[src/rtl/gray_step_tracker.sv]
// Samples a 3-bit Gray counter, tracks signed step position and direction, flags multi-bit jumps as sticky err.
// Optional macro GRAY_SYNC_EN inserts a 2-flop input synchronizer (latency 3 instead of 1).
module gray_step_tracker #(
  parameter int POS_W = 8
) (
  input  logic                    CLK,
  input  logic                    reset,
  input  logic [2:0]              G,
  input  logic                    clr,
  output logic [2:0]              bin,
  output logic signed [POS_W-1:0] pos,
  output logic                    step,
  output logic                    dir,
  output logic                    err,
  output logic                    valid
);

  typedef enum logic [1:0] {INIT, TRACK, FAULT} state_t;

  localparam logic signed [POS_W-1:0] POS_ONE = POS_W'(1);

  state_t     state;
  logic [2:0] s;
  logic [2:0] b;
  logic [2:0] d;

`ifdef GRAY_SYNC_EN
  logic [2:0] sync_a;
  logic [2:0] sync_b;

  always_ff @(posedge CLK or posedge reset) begin
    if (reset) begin
      sync_a <= 3'b000;
      sync_b <= 3'b000;
    end else begin
      sync_a <= G;
      sync_b <= sync_a;
    end
  end

  assign s = sync_b;
`else
  assign s = G;
`endif

  assign b = {s[2], s[2] ^ s[1], s[2] ^ s[1] ^ s[0]};
  // bin always equals the last accepted sample, so it doubles as the reference
  assign d = b - bin;

  always_ff @(posedge CLK or posedge reset) begin
    if (reset) begin
      state <= INIT;
      bin   <= 3'b000;
      pos   <= '0;
      step  <= 1'b0;
      dir   <= 1'b0;
      err   <= 1'b0;
      valid <= 1'b0;
    end else if (clr) begin
      state <= INIT;
      pos   <= '0;
      step  <= 1'b0;
      dir   <= 1'b0;
      err   <= 1'b0;
      valid <= 1'b0;
    end else begin
      step <= 1'b0;
      case (state)
        INIT: begin
          bin   <= b;
          valid <= 1'b1;
          state <= TRACK;
        end
        TRACK: begin
          if (d == 3'd1) begin
            pos  <= pos + POS_ONE;
            dir  <= 1'b0;
            step <= 1'b1;
            bin  <= b;
          end else if (d == 3'd7) begin
            pos  <= pos - POS_ONE;
            dir  <= 1'b1;
            step <= 1'b1;
            bin  <= b;
          end else if (d != 3'd0) begin
            err   <= 1'b1;
            valid <= 1'b0;
            state <= FAULT;
          end
        end
        FAULT: begin
          err <= 1'b1;
        end
        default: state <= INIT;
      endcase
    end
  end

endmodule
[config.mk]
export PLATFORM = sky130hd
export DESIGN_NAME = gray_step_tracker
export DESIGN_NICKNAME = d
export VERILOG_FILES = /design/src/rtl/gray_step_tracker.sv
export SDC_FILE = /design/constraint.sdc
export NUM_CORES = 1
export LEC_CHECK = 0
export ABC_CLOCK_PERIOD_IN_PS = 3700
export CORE_MARGIN = 1.5
export CORE_UTILIZATION = 51
export CTS_CLUSTER_DIAMETER = 30
export CTS_CLUSTER_SIZE = 30
export DETAILED_ROUTE_END_ITERATION = 7
export GPL_ROUTABILITY_DRIVEN = 0
export PLACE_DENSITY = 0.82
export SYNTH_ARGS = -nofsm -noshare
export SYNTH_HDL_FRONTEND = slang
export SYNTH_SLANG_ARGS = --single-unit
[constraint.sdc]
create_clock -name CLK -period 3.7 [get_ports CLK]
set_clock_uncertainty 0.15 [all_clocks]
set_input_delay 0.74 -clock CLK [delete_from_list [all_inputs] [get_ports CLK]]
set_output_delay 0.74 -clock CLK [all_outputs]
set_load 0.005 [all_outputs]
==> flow_summary.json, run 1 <==
{
  "crit_path_start": "G[2]",
  "grtUsageTotal": 0.264,
  "nNetsFinal": 172,
  "final_common_cell": "buf_4",
  "ys_ff_latch": 17,
  "avgSynthCellArea_um2": 10.0,
  "synth_edf_count": 0,
  "rows": 16,
  "yosysTopAreaCellShare": 0.386,
  "cts_tree": "done",
  "cts.path.max_buffers": 2,
  "dr.pass1.iters": 4,
  "r2r-start": "bin[0]$_DFFE_PP0P_",
  "die_h_um": 49.5,
  "fmax_ghz": 0.272,
  "worstSetupStartpointType": "input pin",
  "yosysSeqAreaShare": 0.386,
  "areaGrowthSynthToFinish_pct": 55.2,
  "ys.flop_type": "dfrtp_1",
  "synth_warnings": 0,
  "async_flop_share": 1.00,
  "min_period_over_period": 0.994,
  "synth_cell_types": 34,
  "period_minus_slack_ns": 3.68,
  "n_antenna_cell": 0,
  "maxSlewViolCount": 0,
  "wirelength_mm": 3.17,
  "numClockSinks": 17,
  "drt_iter0_drc": 30,
  "grt_pass1_vias": 1050,
  "die_w_um": 49.5,
  "num_io_pins": 21,
  "fp.coreArea_um2": 2000,
  "hold_violations": 0,
  "max_stage_delay_ns": 0.44,
  "synthCells": 110,
  "dpl.hpwl_mm": 1.99,
  "port_buffers": 20,
  "clk_latency_ns": 0.30,
  "drive_gt1_frac": 0.385,
  "h-tree-depth": 1,
  "hold_buffers": 0,
  "max-slew-margin-rel": 0.539,
  "route.detailed.wl_per_inst_um": 17.3,
  "antenna_found_initial": 0,
  "maxCapViolCount": 0,
  "syn_area_um2": 1100,
  "drc": 0,
  "ff2ff_setup_slack_ns": 0.53,
  "cts_root_buffer": "clkbuf_4",
  "setup_violations": 0,
  "rsz0062_at_grt": "yes",
  "required_ns": 3.75,
  "status": "complete, no violations",
  "grt_max_degree": 18,
  "grt-ovfl-total": 0,
  "start_util": 0.551,
  "synth_nets": 125,
  "grt_pass1_wl_mm": 4.80,
  "path_class": "in2reg",
  "synth_area_leader_cell": "dfrtp_1",
  "cp_max_fo": 4,
  "cts_buffers": 3,
  "tightestPinTransition_ns": 0.691,
  "cp_slowest_cell": "or3_4",
  "cp_cell_sequence": "buf_8, xor2_4, xnor2_2, ha_2, inv_2, fa_2, xnor3_2, or3_4, buf_12, ha_4, nand2_4, o21a_1, o31ai_4, buf_4, mux2i_1, a2bb2oi_2",
  "critPathCaptureType": "flop",
  "critPathArrivalTime_ns": 3.73,
  "hp-start": "bin[1]$_DFFE_PP0P_",
  "synthTopCellsByArea": "dfrtp_1 39%, ha_1 7.9%, o21ai_0 4.5%, inv_1 4.1%, nand2_1 4.1%",
  "layout_common_cells": "21 x buf_4, 17 x dfrtp_1, 17 x clkdlybuf4s50_1, 11 x inv_1, 10 x nand2_1",
  "path_clk_slew_ns": 0.11,
  "fillers": 105,
  "holdWs_ns": 0.375,
  "num_vias": 1013,
  "avgViaCountPerCell": 5.54,
  "ant_nets": 0,
  "dieArea_um2": 2450,
  "hold_path_class": "reg2reg"
}
-- through the flow --
step / worst slack [ns] / util / std cells / setup TNS (ns) / cell area [um^2]
4_1_cts: 0.00943 / 0.826 / 180 / 0 / 1650
3_5_place_dp: -0.794 / 0.784 / 173 / -3.66 / 1570
3_3_place_gp: -0.655 / 0.784 / 173 / -2.90 / 1570
6_report: 0.0214 / 0.854 / 183 / 0 / 1710
2_1_floorplan: -0.0791 / - / 110 / -0.119 / 1220
5_1_grt: -0.0427 / 0.854 / 183 / -0.0427 / 1710
-- path summary, 6_finish.rpt --
path | to | depth (start not counted)
worst max-delay path | pos[7]$_DFFE_PP0P_ | 16
worst max register to register | pos[7]$_DFFE_PP0P_ | 13
worst min-delay path | bin[1]$_DFFE_PP0P_ | 1
max in group asynchronous | pos[5]$_DFFE_PP0P_ | 2
worst min register to register | bin[1]$_DFFE_PP0P_ | 1
min in group asynchronous | bin[2]$_DFFE_PP0P_ | 2
-- kinds of logic after synthesis --
family / after synthesis / synth area share
and+or+nand+nor: 30 / 0.140
AOI/OAI and AO/OA: 28 / 0.176
DFF: 17 / 0.386
buffers and inverters: 13 / 0.0454
adders and majority gates: 9 / 0.116
xor gates and xnor gates: 7 / 0.0761
muxes: 6 / 0.0613
-- area by class of cell --
type / count / area [um^2] / share of cell area
tap: 27 / 33.8 / 0.0198
inverter: 13 / 50.0 / 0.0293
timing repair buffer: 42 / 377 / 0.220
clock inverter: 1 / 5.00 / 0.00293
multi-input combinational: 80 / 797 / 0.466
clock buffer: 3 / 22.5 / 0.0132
sequential: 17 / 425 / 0.249
-- synthesized netlist by cell type, types with 2 or more instances --
| cell | number |
|---|---|
| dfrtp_1 | 17 |
| inv_1 | 12 |
| nand2_1 | 12 |
| o21ai_0 | 10 |
| ha_1 | 7 |
| a21oi_1 | 5 |
| nor2_1 | 5 |
| nor2b_1 | 4 |
| a21o_1 | 3 |
| mux2i_1 | 3 |
| nand3_1 | 3 |
| xor2_1 | 3 |
| fa_1 | 2 |
| nand2b_1 | 2 |
| o31ai_1 | 2 |
| xnor2_1 | 2 |
-- critical path: cells and delay by family --
family,cells,cell delay [ns]
xor+xnor,3,0.58
mux,1,0.23
buf+inv,4,0.46
simple gates,2,0.50
fa+ha+maj,3,0.83
compound gates,3,0.37
-- metal layers --
layer,up-vias,global-route usage,wire length (um),part of all wire
li1,476,-,-,-
met1,505,0.295,1370,0.43
met2,25,0.498,1640,0.52
met3,7,0.0485,101,0.032
met4,0,0.0880,65,0.020
met5,-,0,0,0
-- state kept, by name (all words and copies together) (netlist names) --
register	flops
bin	3
dir	1
err	1
pos	8
state	2
step	1
valid	1
-- what timing repair did --
action	4_1_cts	5_1_grt
gates resized for setup	16	9
pin swaps	7	11
endpoints found under the setup margin	6	2
gates cloned	0	0
buffers inserted	3	3
Power of run 1 is left out: the tool's default activity adds up to more than one toggle a clock period on the data nets, which glitch-free logic cannot reach.
==> run 2: changes to the inputs <==
- GPL_TIMING_DRIVEN: unset -> 0
==> run 2 against run 1 <==
Effect of this change:
- die area did not move
- via count fell by 9.0%
- global-route usage fell by 4.7 points
- critical path type unchanged
- design area fell by 3.6%
- hold slack got worse by 0.035 ns
- maximum frequency fell by 0.17%
==> flow_summary.json, run 2 (synthesis results as in run 1) <==
{
  "status": "complete, no violations",
  "dieArea_um2": 2450,
  "post_dp_cell_area_um2": 1450,
  "grt_pass1_wl_mm": 4.03,
  "avgViaCountPerCell": 5.39,
  "port_buffers": 20,
  "maxSlewViolCount": 0,
  "top_register": "pos",
  "final_core_util": 0.824,
  "nNetsFinal": 160,
  "tightestPinTransition_ns": 0.672,
  "dpl.hpwl_mm": 1.60,
  "cts_root_buffer": "clkbuf_4",
  "max-slew-margin-rel": 0.552,
  "hold_violations": 0,
  "n_antenna_cell": 0,
  "dr.pass1.iters": 4,
  "rsz0062_at_grt": "yes",
  "ff2ff_setup_slack_ns": 0.54,
  "fillers": 117,
  "place_ws_ns": -0.946,
  "cts_tree": "done",
  "path_clk_slew_ns": 0.09,
  "hp-start": "dir$_DFFE_PP0P_",
  "finalInstanceArea_um2": 1650,
  "numClockSinks": 17,
  "min_period_over_period": 0.996,
  "ff_latch_area_um2": 425,
  "largest_register_ffs": 8,
  "reg_top3": "pos (8), bin (3), state (2)",
  "h-tree-depth": 1,
  "critPathCaptureType": "flop",
  "multiInputGateArea_um2": 817,
  "finalWorstSetupSlack_ns": 0.0153,
  "cts.path.max_buffers": 2,
  "dp_cells": 157,
  "crit_path_start": "G[1]",
  "hold_path_class": "reg2reg",
  "cts_buffers": 3,
  "clk_latency_ns": 0.29,
  "wirelength_mm": 2.51,
  "fmax_ghz": 0.271,
  "die_w_um": 49.5,
  "stdcell_count": 171,
  "num_vias": 922,
  "num_io_pins": 21,
  "setup_violations": 0,
  "cp_max_fo": 5,
  "drive_gt1_frac": 0.326,
  "required_ns": 3.73,
  "route.detailed.wl_per_inst_um": 14.7,
  "areaGrowthSynthToFinish_pct": 49.6,
  "period_minus_slack_ns": 3.68,
  "rows": 16,
  "layout_common_cells": "17 x dfrtp_1, 17 x clkdlybuf4s50_1, 11 x inv_1, 11 x nand2_1",
  "drc": 0,
  "antenna_found_initial": 0,
  "critPathArrivalTime_ns": 3.72,
  "grt_max_degree": 18,
  "path_class": "in2reg",
  "maxCapViolCount": 0,
  "hold_buffers": 0,
  "grt_pass1_vias": 908,
  "start_util": 0.551,
  "ant_nets": 0,
  "grtUsageTotal": 0.217,
  "drt_iter0_drc": 18,
  "fp.coreArea_um2": 2000,
  "r2r-start": "bin[0]$_DFFE_PP0P_",
  "grt-ovfl-total": 0,
  "worstSetupStartpointType": "input pin",
  "die_h_um": 49.5
}
## run 2: changes by cell type in the layout (fill, tap and decap cells not counted), sizes merged
cell    change
buf        -12
clkbuf      +1
clkinv      -1
## run 2: stage by stage
step           setup TNS (ns)  hold slack (ns)
5_1_grt                -0.109            0.371
6_report                    0            0.340
2_1_floorplan          -0.119            0.324
3_5_place_dp            -4.75            0.323
3_3_place_gp            -4.19            0.313
4_1_cts                     0            0.344
## run 2: metal layers
| layer | global-route usage | wire length [um] |
|---|---|---|
| met5 | 0 | 0 |
| met4 | 0.0417 | 17 |
| met3 | 0.0455 | 77 |
| met2 | 0.394 | 1290 |
| met1 | 0.265 | 1130 |
## run 2: final cells by class
type,count,share of cell area
multi-input combinational,80,0.495
sequential,17,0.258
timing repair buffer,30,0.180
inverter,13,0.0303
tap,27,0.0205
clock buffer,4,0.0159
## run 2: worst paths after layout
kind,to,cells past startpoint
min,dir$_DFFE_PP0P_,1
min reg2reg,dir$_DFFE_PP0P_,1
min in group asynchronous,pos[0]$_DFFE_PP0P_,2
max in group asynchronous,pos[6]$_DFFE_PP0P_,2
max reg2reg,pos[7]$_DFFE_PP0P_,12
max,pos[7]$_DFFE_PP0P_,15
## run 2: worst max-delay path: stages
cell and delay [ns]:
buf_8 0.10, xor2_4 0.18, xnor2_2 0.18, ha_2 0.20, inv_2 0.04, fa_2 0.34, xnor3_2 0.25, or3_4 0.43
buf_12 0.16, ha_4 0.26, a21oi_2 0.13, o21a_1 0.18, o31ai_4 0.09, mux2_4 0.30, a2bb2oi_2 0.12
## run 2: repair_timing
item / 4_1_cts / 5_1_grt
setup endpoints to repair: 7 / 3
buffers inserted: 7 / 3
pin swaps: 10 / 13
gates resized for setup: 19 / 11
Power of run 2 is left out for the same reason.
==> run 3: changes to the inputs <==
- CAP_MARGIN: unset -> 0
==> results of run 3 <==
Same layout as run 2: the final DEF is identical, and so are final timing and power.
Power of run 3 is left out for the same reason.
